`config.mk`:
```
export PLATFORM = sky130hd
export DESIGN_NAME = pipe_ctrl
export DESIGN_NICKNAME = d
export VERILOG_FILES = /design/src/rtl/pipe_ctrl.sv
export SDC_FILE = /design/constraint.sdc
export NUM_CORES = 1
export LEC_CHECK = 0
export ABC_CLOCK_PERIOD_IN_PS = 3800
export BUFFER_PORTS_ARGS = -buffer_cell sky130_fd_sc_hd__buf_2
export CAP_MARGIN = 0
export CORE_ASPECT_RATIO = 0.5
export CORE_MARGIN = 5
export CORE_UTILIZATION = 35
export DETAILED_ROUTE_END_ITERATION = 16
export GPL_ROUTABILITY_DRIVEN = 0
export PLACE_DENSITY = 0.6
export SETUP_SLACK_MARGIN = 0.02
export SLEW_MARGIN = 10
export SYNTH_ARGS = -nofsm -noshare
export SYNTH_HDL_FRONTEND = slang
export SYNTH_SLANG_ARGS = --single-unit
```
`constraint.sdc`:
```
create_clock -name clk -period 3.8 [get_ports clk]
set_input_delay 0.76 -clock clk [delete_from_list [all_inputs] [get_ports clk]]
set_output_delay 0.76 -clock clk [all_outputs]
set_load 0.02 [all_outputs]
```
`src/rtl/pipe_ctrl.sv`:
```
// Pipeline hazard controller: combinational stall/bubble generation, flush/interrupt redirect FSM,
// saturating performance counters and a sticky stall watchdog.
module pipe_ctrl #(
    parameter int unsigned     STAGES     = 5,
    parameter int unsigned     EXC_STAGE  = 3,
    parameter int unsigned     PC_W       = 32,
    parameter int unsigned     INT_W      = 6,
    parameter int unsigned     CNT_W      = 32,
    parameter int unsigned     TIMEOUT    = 1024,
    parameter logic [PC_W-1:0] INT_VECTOR = PC_W'(32'hBFC00380)
) (
    input  logic              clk,
    input  logic              rst,
    input  logic [STAGES-1:0] stallreq,
    input  logic              flushreq,
    input  logic [PC_W-1:0]   flush_pc,
    input  logic [INT_W-1:0]  int_in,
    input  logic              int_en,
    input  logic              clr_cnt,
    output logic [STAGES-1:0] stall,
    output logic [STAGES-1:0] bubble,
    output logic [STAGES-1:0] flush,
    output logic              redirect_valid,
    output logic [PC_W-1:0]   redirect_pc,
    output logic              int_ack,
    output logic [CNT_W-1:0]  stall_cnt,
    output logic [CNT_W-1:0]  flush_cnt,
    output logic              timeout
);

    typedef enum logic {
        StRun,
        StFlush
    } state_e;

    localparam logic [CNT_W-1:0] TimeoutVal = CNT_W'(TIMEOUT);
    localparam logic [CNT_W-1:0] CntMax     = '1;

    state_e              state_q, state_d;
    logic [PC_W-1:0]     redirect_pc_q, redirect_pc_d;
    logic                int_ack_q, int_ack_d;
    logic [INT_W-1:0]    sync1_q, sync2_q;
    logic [CNT_W-1:0]    stall_cnt_q, stall_cnt_d;
    logic [CNT_W-1:0]    flush_cnt_q, flush_cnt_d;
    logic [CNT_W-1:0]    wdog_q, wdog_d;
    logic                timeout_q, timeout_d;

    logic [STAGES-1:0]   stall_raw;
    logic [STAGES-1:0]   bubble_raw;
    logic [STAGES-1:0]   flush_mask;
    logic                in_flush;
    logic                int_pend;
    logic                take_int;

    assign in_flush = (state_q == StFlush);
    assign int_pend = |sync2_q;

    // Stage i stalls when any stage at or above i requests a hold; the NOP goes just above the top.
    always_comb begin
        stall_raw  = '0;
        bubble_raw = '0;
        flush_mask = '0;
        for (int i = 0; i < int'(STAGES); i++) begin
            stall_raw[i]  = |(stallreq >> i);
            flush_mask[i] = (i <= int'(EXC_STAGE));
        end
        for (int i = 1; i < int'(STAGES); i++) begin
            bubble_raw[i] = stall_raw[i-1] & ~stall_raw[i];
        end
    end

    assign stall          = in_flush ? '0 : stall_raw;
    assign bubble         = in_flush ? '0 : bubble_raw;
    assign flush          = in_flush ? flush_mask : '0;
    assign redirect_valid = in_flush;
    assign redirect_pc    = redirect_pc_q;
    assign int_ack        = int_ack_q;
    assign stall_cnt      = stall_cnt_q;
    assign flush_cnt      = flush_cnt_q;
    assign timeout        = timeout_q;

    // Interrupts are only taken from RUN with an idle pipeline; a flush request always wins.
    assign take_int = (state_q == StRun) & ~flushreq & int_pend & int_en & ~|stallreq;

    always_comb begin
        state_d       = StRun;
        redirect_pc_d = redirect_pc_q;
        int_ack_d     = 1'b0;
        if (flushreq) begin
            state_d       = StFlush;
            redirect_pc_d = flush_pc;
        end else if (take_int) begin
            state_d       = StFlush;
            redirect_pc_d = INT_VECTOR;
            int_ack_d     = 1'b1;
        end
    end

    always_comb begin
        stall_cnt_d = stall_cnt_q;
        flush_cnt_d = flush_cnt_q;
        if (clr_cnt) begin
            stall_cnt_d = '0;
            flush_cnt_d = '0;
        end else begin
            if (!in_flush && stall_raw[0] && stall_cnt_q != CntMax) begin
                stall_cnt_d = stall_cnt_q + 1'b1;
            end
            // Counted on entry so the count is visible during the FLUSH cycle itself.
            if (state_d == StFlush && flush_cnt_q != CntMax) begin
                flush_cnt_d = flush_cnt_q + 1'b1;
            end
        end
    end

    always_comb begin
        wdog_d    = '0;
        timeout_d = timeout_q;
        if (stall[0]) begin
            wdog_d = (wdog_q == CntMax) ? wdog_q : wdog_q + 1'b1;
        end
        if (TIMEOUT != 0 && wdog_d == TimeoutVal) begin
            timeout_d = 1'b1;
        end
    end

    always_ff @(posedge clk or negedge rst) begin
        if (!rst) begin
            state_q       <= StRun;
            redirect_pc_q <= '0;
            int_ack_q     <= 1'b0;
            sync1_q       <= '0;
            sync2_q       <= '0;
            stall_cnt_q   <= '0;
            flush_cnt_q   <= '0;
            wdog_q        <= '0;
            timeout_q     <= 1'b0;
        end else begin
            state_q       <= state_d;
            redirect_pc_q <= redirect_pc_d;
            int_ack_q     <= int_ack_d;
            sync1_q       <= int_in;
            sync2_q       <= sync1_q;
            stall_cnt_q   <= stall_cnt_d;
            flush_cnt_q   <= flush_cnt_d;
            wdog_q        <= wdog_d;
            timeout_q     <= timeout_d;
        end
    end

endmodule

```
**Word-level counts from Yosys, hierarchy flattened**

Cells that the tools add are included.
W data, S select, Z words.

- Equality and inequality tests: 4
- Muxes and demuxes: 14
- $add $sub $neg: 3
- Reduce and logical (&&, ||, !) cells: 13
- Bitwise operators: 14

Operator list:

| kind | number |
|---|---|
| $mux W32 | 8 |
| $add A32 B1 Y32 const B | 3 |
| $ne A32 B32 Y1 const B | 2 |
| $eq A32 B11 Y1 const B | 1 |
| $eq A32 B32 Y1 const B | 1 |
| $mux W5 | 2 |
| $and A1 B1 Y1 | 8 |
| $not A1 Y1 | 6 |
| $reduce_bool A2 Y1 | 3 |
| $reduce_or A6 Y1 | 1 |
| $reduce_or A5 Y1 | 1 |
| $mux W4 | 1 |
| $reduce_or A4 Y1 | 1 |
| $logic_and A1 B1 Y1 | 3 |
| $mux W1 | 3 |
| $reduce_or A3 Y1 | 1 |
| $logic_not A1 Y1 | 2 |
| $reduce_or A2 Y1 | 1 |

- Output and inout bits: 114
- Register bits: 143
- Input port bits: 48

**Depth between registers and ports, before layout**

Gate-level depths: netlist (run 1).

- Word-level depth: 10
- Mapped depth: 10

**Worst setup path after synthesis (run 1)**

Ideal clock, no wire load.

- Path kind: input-to-output
- Start: input stallreq[4]
- End: output bubble[1]
- Slack: 0.478 ns
- Path buffers: 4
- Stages: 8
- Arrival: 2.562 ns
- Path through: or4_4 -> nor2_1 -> or2_4 -> buf_6 -> buf_2 -> buf_1 -> clkbuf_1 -> nor2_1

- Word-level cells in the longest chain between the ends: 4
- Elaborated cells on any way between the ends: 5

Ends and longest elaborated chain:

| item | line | RTL |
|---|---|---|
| start: declaration | 14 | `input logic [STAGES-1:0] stallreq,` |
| $reduce_or A4 Y1 | 64 | `stall_raw[i] = \|(stallreq >> i);` |
| $not A1 Y1 | 68 | `bubble_raw[i] = stall_raw[i-1] & ~stall_raw[i];` |
| $and A1 B1 Y1 * | 68 |  |
| $mux W5 * | 73 | `assign bubble = in_flush ? '0 : bubble_raw;` |
| end: declaration | 21 | `output logic [STAGES-1:0] bubble,` |

Mark *: on every way between the ends. The rest lies on a longest branch, timed or not.

**Worst setup path after layout (run 1)**

- Start: register stall_cnt_q[3], in the netlist stall_cnt[3]
- End: register stall_cnt_q[31], in the netlist stall_cnt[31]

- Word-level cells in the longest chain between the ends: 3
- Elaborated cells on any way between the ends: 6

Ends and longest elaborated chain:

| item | line | RTL |
|---|---|---|
| start: declaration | 43 | `logic [CNT_W-1:0] stall_cnt_q, stall_cnt_d;` |
| start signal: assignment | 144 | `stall_cnt_q <= stall_cnt_d;` |
| $add A32 B1 Y32 or $ne A32 B32 Y1 (tied branches) | 107, 106 |  |
| $mux W32 or $logic_and A1 B1 Y1 (tied branches) | 106 | `if (!in_flush && stall_raw[0] && stall_cnt_q != CntMax) begin` |
| $mux W32 or $reduce_bool A2 Y1 (tied branches) | - |  |

Parallel ways exist; a longest one is shown, timed or not. The select of a mux whose other input is x is not followed.
A chain may end at the register's enable or synchronous reset.

==> results of run 1 <==
## cell families (layout without fill, tap and decap cells)
logic type / Yosys count / count (layout) / synth area share [%]
DFF: 143 / 143 / 51.4
xor gates and xnor gates: 81 / 81 / 10.2
adders and majority gates: 3 / 3 / 0.539
muxes: 2 / 2 / 0.467
and+or+nand+nor: 384 / 384 / 27.4
buffers and inverters: 46 / 209 / 3.09
other: 1 / 2 / 0.0538
AOI/OAI and AO/OA: 75 / 75 / 6.92
## cell type report
type / instances / area [um^2] / share of cell area, %
sequential: 143 / 3580 / 41.9
inverter: 12 / 45.0 / 0.527
clock buffer: 17 / 425 / 4.98
clock inverter: 15 / 125 / 1.46
timing repair buffer: 165 / 860 / 10.1
multi-input combinational: 547 / 3180 / 37.2
tap: 266 / 333 / 3.90
## cell usage after synthesis, drive strengths merged, types with 4 or more instances
library cell	number
nand3	32
nand4	22
nor3	18
and2	12
nand2	107
or4	5
o21ai	39
xnor2	42
nor4	10
nor2	125
buf	13
nor2b	4
inv	11
xor2	39
nor3b	4
a21oi	12
a31oi	8
and3	15
dfrtp	143
or3	8
clkbuf	21
and4	9
## where the power goes
part | total, mW | switching, mW | internal (mW)
clock | 1.58 | 0.720 | 0.856
sequential | 1.60 | 0.0306 | 1.57
combinational | 0.263 | 0.179 | 0.0836
## final timing paths
| kind | from | endpoint | slack [ns] | depth (start not counted) |
|---|---|---|---|---|
| max | stall_cnt[3] | stall_cnt[31] | 0.81 | 7 |
| min | rst | redirect_pc[14] | 0.32 | 1 |
| max reg2reg | stall_cnt[3] | stall_cnt[31] | 0.81 | 7 |
| min reg2reg | sync1_q[4] | sync2_q[4] | 0.35 | 0 |
| max in group asynchronous | rst | wdog_q[9] | 2.60 | 2 |
| min in group clk | sync1_q[4] | sync2_q[4] | 0.35 | 0 |
## flip-flops by register name, indices dropped and copies added, names as in the netlist
name            flops
flush_cnt          32
redirect_pc        32
stall_cnt          32
wdog_q             32
sync1_q             6
sync2_q             6
int_ack             1
redirect_valid      1
timeout             1
## routing by layer
| layer | wire length (um) | up-vias | track usage [%] |
|---|---|---|---|
| li1 | - | 2801 | - |
| met1 | 8240 | 2780 | 20.4 |
| met2 | 8810 | 83 | 26.2 |
| met3 | 440 | 15 | 3.05 |
| met4 | 204 | 0 | 3.68 |
| met5 | 0 | - | 0 |
## per-stage QoR
stage	area, um^2	util [%]	setup WS [ns]	hold WS, ns
6_report	8540	43.8	0.814	0.318
5_1_grt	8540	43.8	0.508	0.358
4_1_cts	8540	43.8	0.809	0.345
3_5_place_dp	7990	41.0	0.555	0.335
3_3_place_gp	7990	41.0	0.605	0.334
2_1_floorplan	6970	-	0.478	0.331
## worst reg2reg max path, delay by kind of cell (launching register included)
family             cells  cell delay [ns]
AOI/OAI and AO/OA      1             0.14
DFF                    1             0.46
and+or+nand+nor        6             2.30
==> impl_metrics.ini, run 1 <==
[outcome]
status = complete, no violations

[worst_setup_path]
critPathKind = reg -> reg
cp_max_fo = 7
required_ns = 4.13
cp.arrival_ns = 3.31
slowest_delay_ns = 0.74
path_buf_inv = 0
end_kind = register
startpoint_type = register
path_delay_family = simple AND/OR/NAND/NOR gates
path_cells = nand4_1 > nor4_1 > nand4_1 > nor4_1 > nand3_1 > or3_1 > a21oi_1
critPathSlowestCell = nor4_1

[cts]
cts_resized = 0
holdBufCountCts = 0
cts_inserted_buffers = 17
cts_setup_buffers = 0
htree_levels = 4
clkLatencyLatePin_ns = 0.41
root_buffer = clkbuf_16
clk_path_buf_depth = 2
cts.sink_count = 143
clkTransAtPathRegs_ns = 0.07
cts_tree = yes

[finish]
mostFrequentLayoutCell = buf_2
drive_gt1_share_pct = 24.4
filler_cell_count = 1904
stdcell_count = 1165
n_antenna_cell = 0
layout_common_cells = 158 x buf_2, 143 x dfrtp_1, 125 x nor2_1
design.final.nets = 937
area_growth_syn_to_layout_pct = 22.6

[floorplanning]
dieArea_um2 = 23000
std_cell_rows = 36
fp.dieW_um = 210
die_h_um = 110
initial_core_util_pct = 35.7
io_pins = 162
core_um2 = 19500

[grt]
overflow = 0
grt_pass1_wl_mm = 28.8
track_usage_pct = 15.4
antenna_found_initial = 0
grt_max_degree = 82
grt_pass1_vias = 5580

[synth]
synth_top_area_share_pct = 51.4
synth_ff_type = dfrtp_1
syn_inst = 735
yosysTopAreaCell = dfrtp_1
synth_seq_cells = 143
syn-cell-area_um2 = 6970
synth_warnings = 0
ys_seq_area_share_pct = 51.4
synthTopCellsByArea = dfrtp_1 51%, nor2_1 6.7%, nand2_1 5.7%, xnor2_1 5.3%, xor2_1 4.9%
synth-edff-count = 0
synth_area_per_cell_um2 = 9.48
ys_types = 60
ys_async_sr_fraction_pct = 100

[detailed_routing]
wl_per_cell_um = 15.2
drtAntennaViolNets = 0
route.detailed.drc = 0
totalWireLength_mm = 17.7
drtIter0Drc = 306
dr.pass1.iters = 5
num_vias = 5679
vias_per_cell = 4.87

[sta]
worstMarginPinSlew_ns = 0.907
drv_slew = 0
fmax_mhz = 335
finalCritPeriodShare_pct = 78.6
tns_ns = 0
slew_headroom_pct = 39.0
finalHoldViolCount = 0
clock_skew_ns = 0.00957
rsz0062_at_grt = false
fin_crit_ns = 2.99
final-setup-viol-count = 0

[pwr]
finalPower_mw = 3.44
ir_worst_vdd_uv = 263
power_leakage_nw = 3.94
powerDensity_nw_per_um2 = 402

[placement]
dp.cells = 1133
dp_hpwl_mm = 12.8
port-buffer-count = 159

[flow_run]
drv_cap = 0

[worst_hold_path]
hold_path.class = in -> async
Note: power is estimated with default switching activity, not from simulation.
==> run 2, diff against run 1 <==
--- a/config.mk
+++ b/config.mk
@@ -5,7 +5,7 @@
 export SDC_FILE = /design/constraint.sdc
 export NUM_CORES = 1
 export LEC_CHECK = 0
-export ABC_CLOCK_PERIOD_IN_PS = 3800
+export ABC_CLOCK_PERIOD_IN_PS = 2850
 export BUFFER_PORTS_ARGS = -buffer_cell sky130_fd_sc_hd__buf_2
 export CAP_MARGIN = 0
 export CORE_ASPECT_RATIO = 0.5
==> constraint.sdc (replaced) <==
create_clock -name clk -period 2.85 [get_ports clk]
set_input_delay 0.57 -clock clk [delete_from_list [all_inputs] [get_ports clk]]
set_output_delay 0.57 -clock clk [all_outputs]
set_load 0.02 [all_outputs]
==> run 2 against run 1 <==
  * Critical path depth grew 2
  * Utilization grew 1.4 points
  * First-iteration DRC count shrank 2.9%
  * Setup slack lost 0.65 ns
  * Final cell count grew 1.8%
  * Hold slack lost 0.18 ns
  * Combinational power grew 39%
  * Sequential share of layout area shrank 1.3 points
  * Routed wire length grew 0.62%
  * Sequential power grew 33%
  * Register-to-register slack lost 0.65 ns
  * Largest cell class unchanged
==> impl_metrics.ini, run 2 (synthesized netlist as in run 1, its figures left out) <==
[outcome]
status = complete, no violations

[grt]
grt_pass1_wl_mm = 29.5
overflow = 0
track_usage_pct = 15.8
grt_max_degree = 71
grt_pass1_vias = 5920
antenna_found_initial = 0

[placement]
port-buffer-count = 159
dp_hpwl_mm = 13.0

[worst_setup_path]
end_kind = register
cp_max_fo = 8
cp.arrival_ns = 3.04
r2r_slack_ns = 0.17
critPathKind = reg -> reg
ff2ff_path_depth = 9
startpoint_type = register
required_ns = 3.21

[finish]
mostFrequentLayoutCell = buf_2
filler_cell_count = 1901
design.final.nets = 960
n_antenna_cell = 0
drive_gt1_share_pct = 26.5
area_growth_syn_to_layout_pct = 26.5
layout_common_cells = 158 x buf_2, 143 x dfrtp_1, 125 x nor2_1

[flow_run]
drv_cap = 0

[pwr]
finalPower_mw = 4.88
ir_worst_vdd_uv = 396
power_leakage_nw = 4.10
powerDensity_nw_per_um2 = 554

[sta]
tns_ns = 0
finalCritPeriodShare_pct = 94.1
fin_crit_ns = 2.68
slew_headroom_pct = 49.0
rsz0062_at_grt = true
drv_slew = 0
fmax_mhz = 373
finalHoldViolCount = 0
clock_skew_ns = 0.0140
worstMarginPinSlew_ns = 0.766
final-setup-viol-count = 0

[floorplanning]
initial_core_util_pct = 35.7
std_cell_rows = 36
dieArea_um2 = 23000
die_h_um = 110
fp.dieW_um = 210
io_pins = 162
core_um2 = 19500

[cts]
cts_resized = 0
root_buffer = clkbuf_16
cts_tree = yes
holdBufCountCts = 0
cts.sink_count = 143
clk_path_buf_depth = 2
cts_inserted_buffers = 17
htree_levels = 4
clkTransAtPathRegs_ns = 0.06
clkLatencyLatePin_ns = 0.42
cts_setup_buffers = 0

[detailed_routing]
dr_wl_met2_mm = 8.77
drtAntennaViolNets = 0
drtIter0Drc = 297
totalWireLength_mm = 17.8
wl_per_cell_um = 15.0
maxUsedRoutingLayer = met4
dr.pass1.iters = 4
wl_met1_mm = 8.11
wl_met3_um = 593
num_vias = 5768
route.detailed.drc = 0
vias_per_cell = 4.86

[worst_hold_path]
hold_path.class = in -> async
run 2: area by class of cell:
cell class              count  area, um^2  area share, %
multi-input cells         547        3200           36.3
repair buffers            188        1030           11.7
well taps                 266         333           3.78
flip-flops and latches    143        3580           40.6
clock inverters            12         185           2.10
inverters                  12        45.0          0.511
clock buffers              18         439           4.99
run 2: final timing paths:
path	start	end
min in group clk	int_in[2]	sync1_q[2]
min	rst	redirect_pc[0]
max in group asynchronous	rst	wdog_q[17]
max reg2reg	wdog_q[10]	timeout
min reg2reg	sync1_q[2]	sync2_q[2]
max	wdog_q[10]	timeout
run 2: per-stage QoR:
step / hold WS [ns] / instances / instance area [um^2] / setup WS (ns) / util [%]
after global placement: 0.333 / 1156 / 8160 / 0.0516 / 41.9
final: 0.136 / 1186 / 8810 / 0.168 / 45.2
after floorplan: 0.274 / 736 / 6970 / 0.133 / -
after global routing: 0.194 / 1186 / 8810 / -0.0183 / 45.2
after CTS: 0.166 / 1186 / 8790 / 0.107 / 45.1
after detailed placement: 0.336 / 1156 / 8160 / 0.0237 / 41.9
run 2: critical path: stages (launching register included):
cell and delay (ns):
dfrtp_1 0.43, and4_4 0.30, nand4_4 0.18, buf_4 0.20, nor4_4 0.31, or4_1 0.18
a21oi_1 0.08, or4_1 0.47, nor4_1 0.29, a31o_1 0.17
run 2: metal layers:
metal | GRT usage (%) | vias up
met2 | 27.3 | 99
met4 | 5.68 | 0
met1 | 19.9 | 2798
met3 | 3.34 | 24
li1 | - | 2847
met5 | 0 | -
run 2: report_power, final:
| part | internal, mW | switching, mW | leakage [nW] |
|---|---|---|---|
| combinational | 0.123 | 0.243 | 1.89 |
| sequential | 2.09 | 0.0396 | 1.91 |
| clock | 1.49 | 0.891 | 0.303 |
| total | 3.70 | 1.17 | 4.10 |
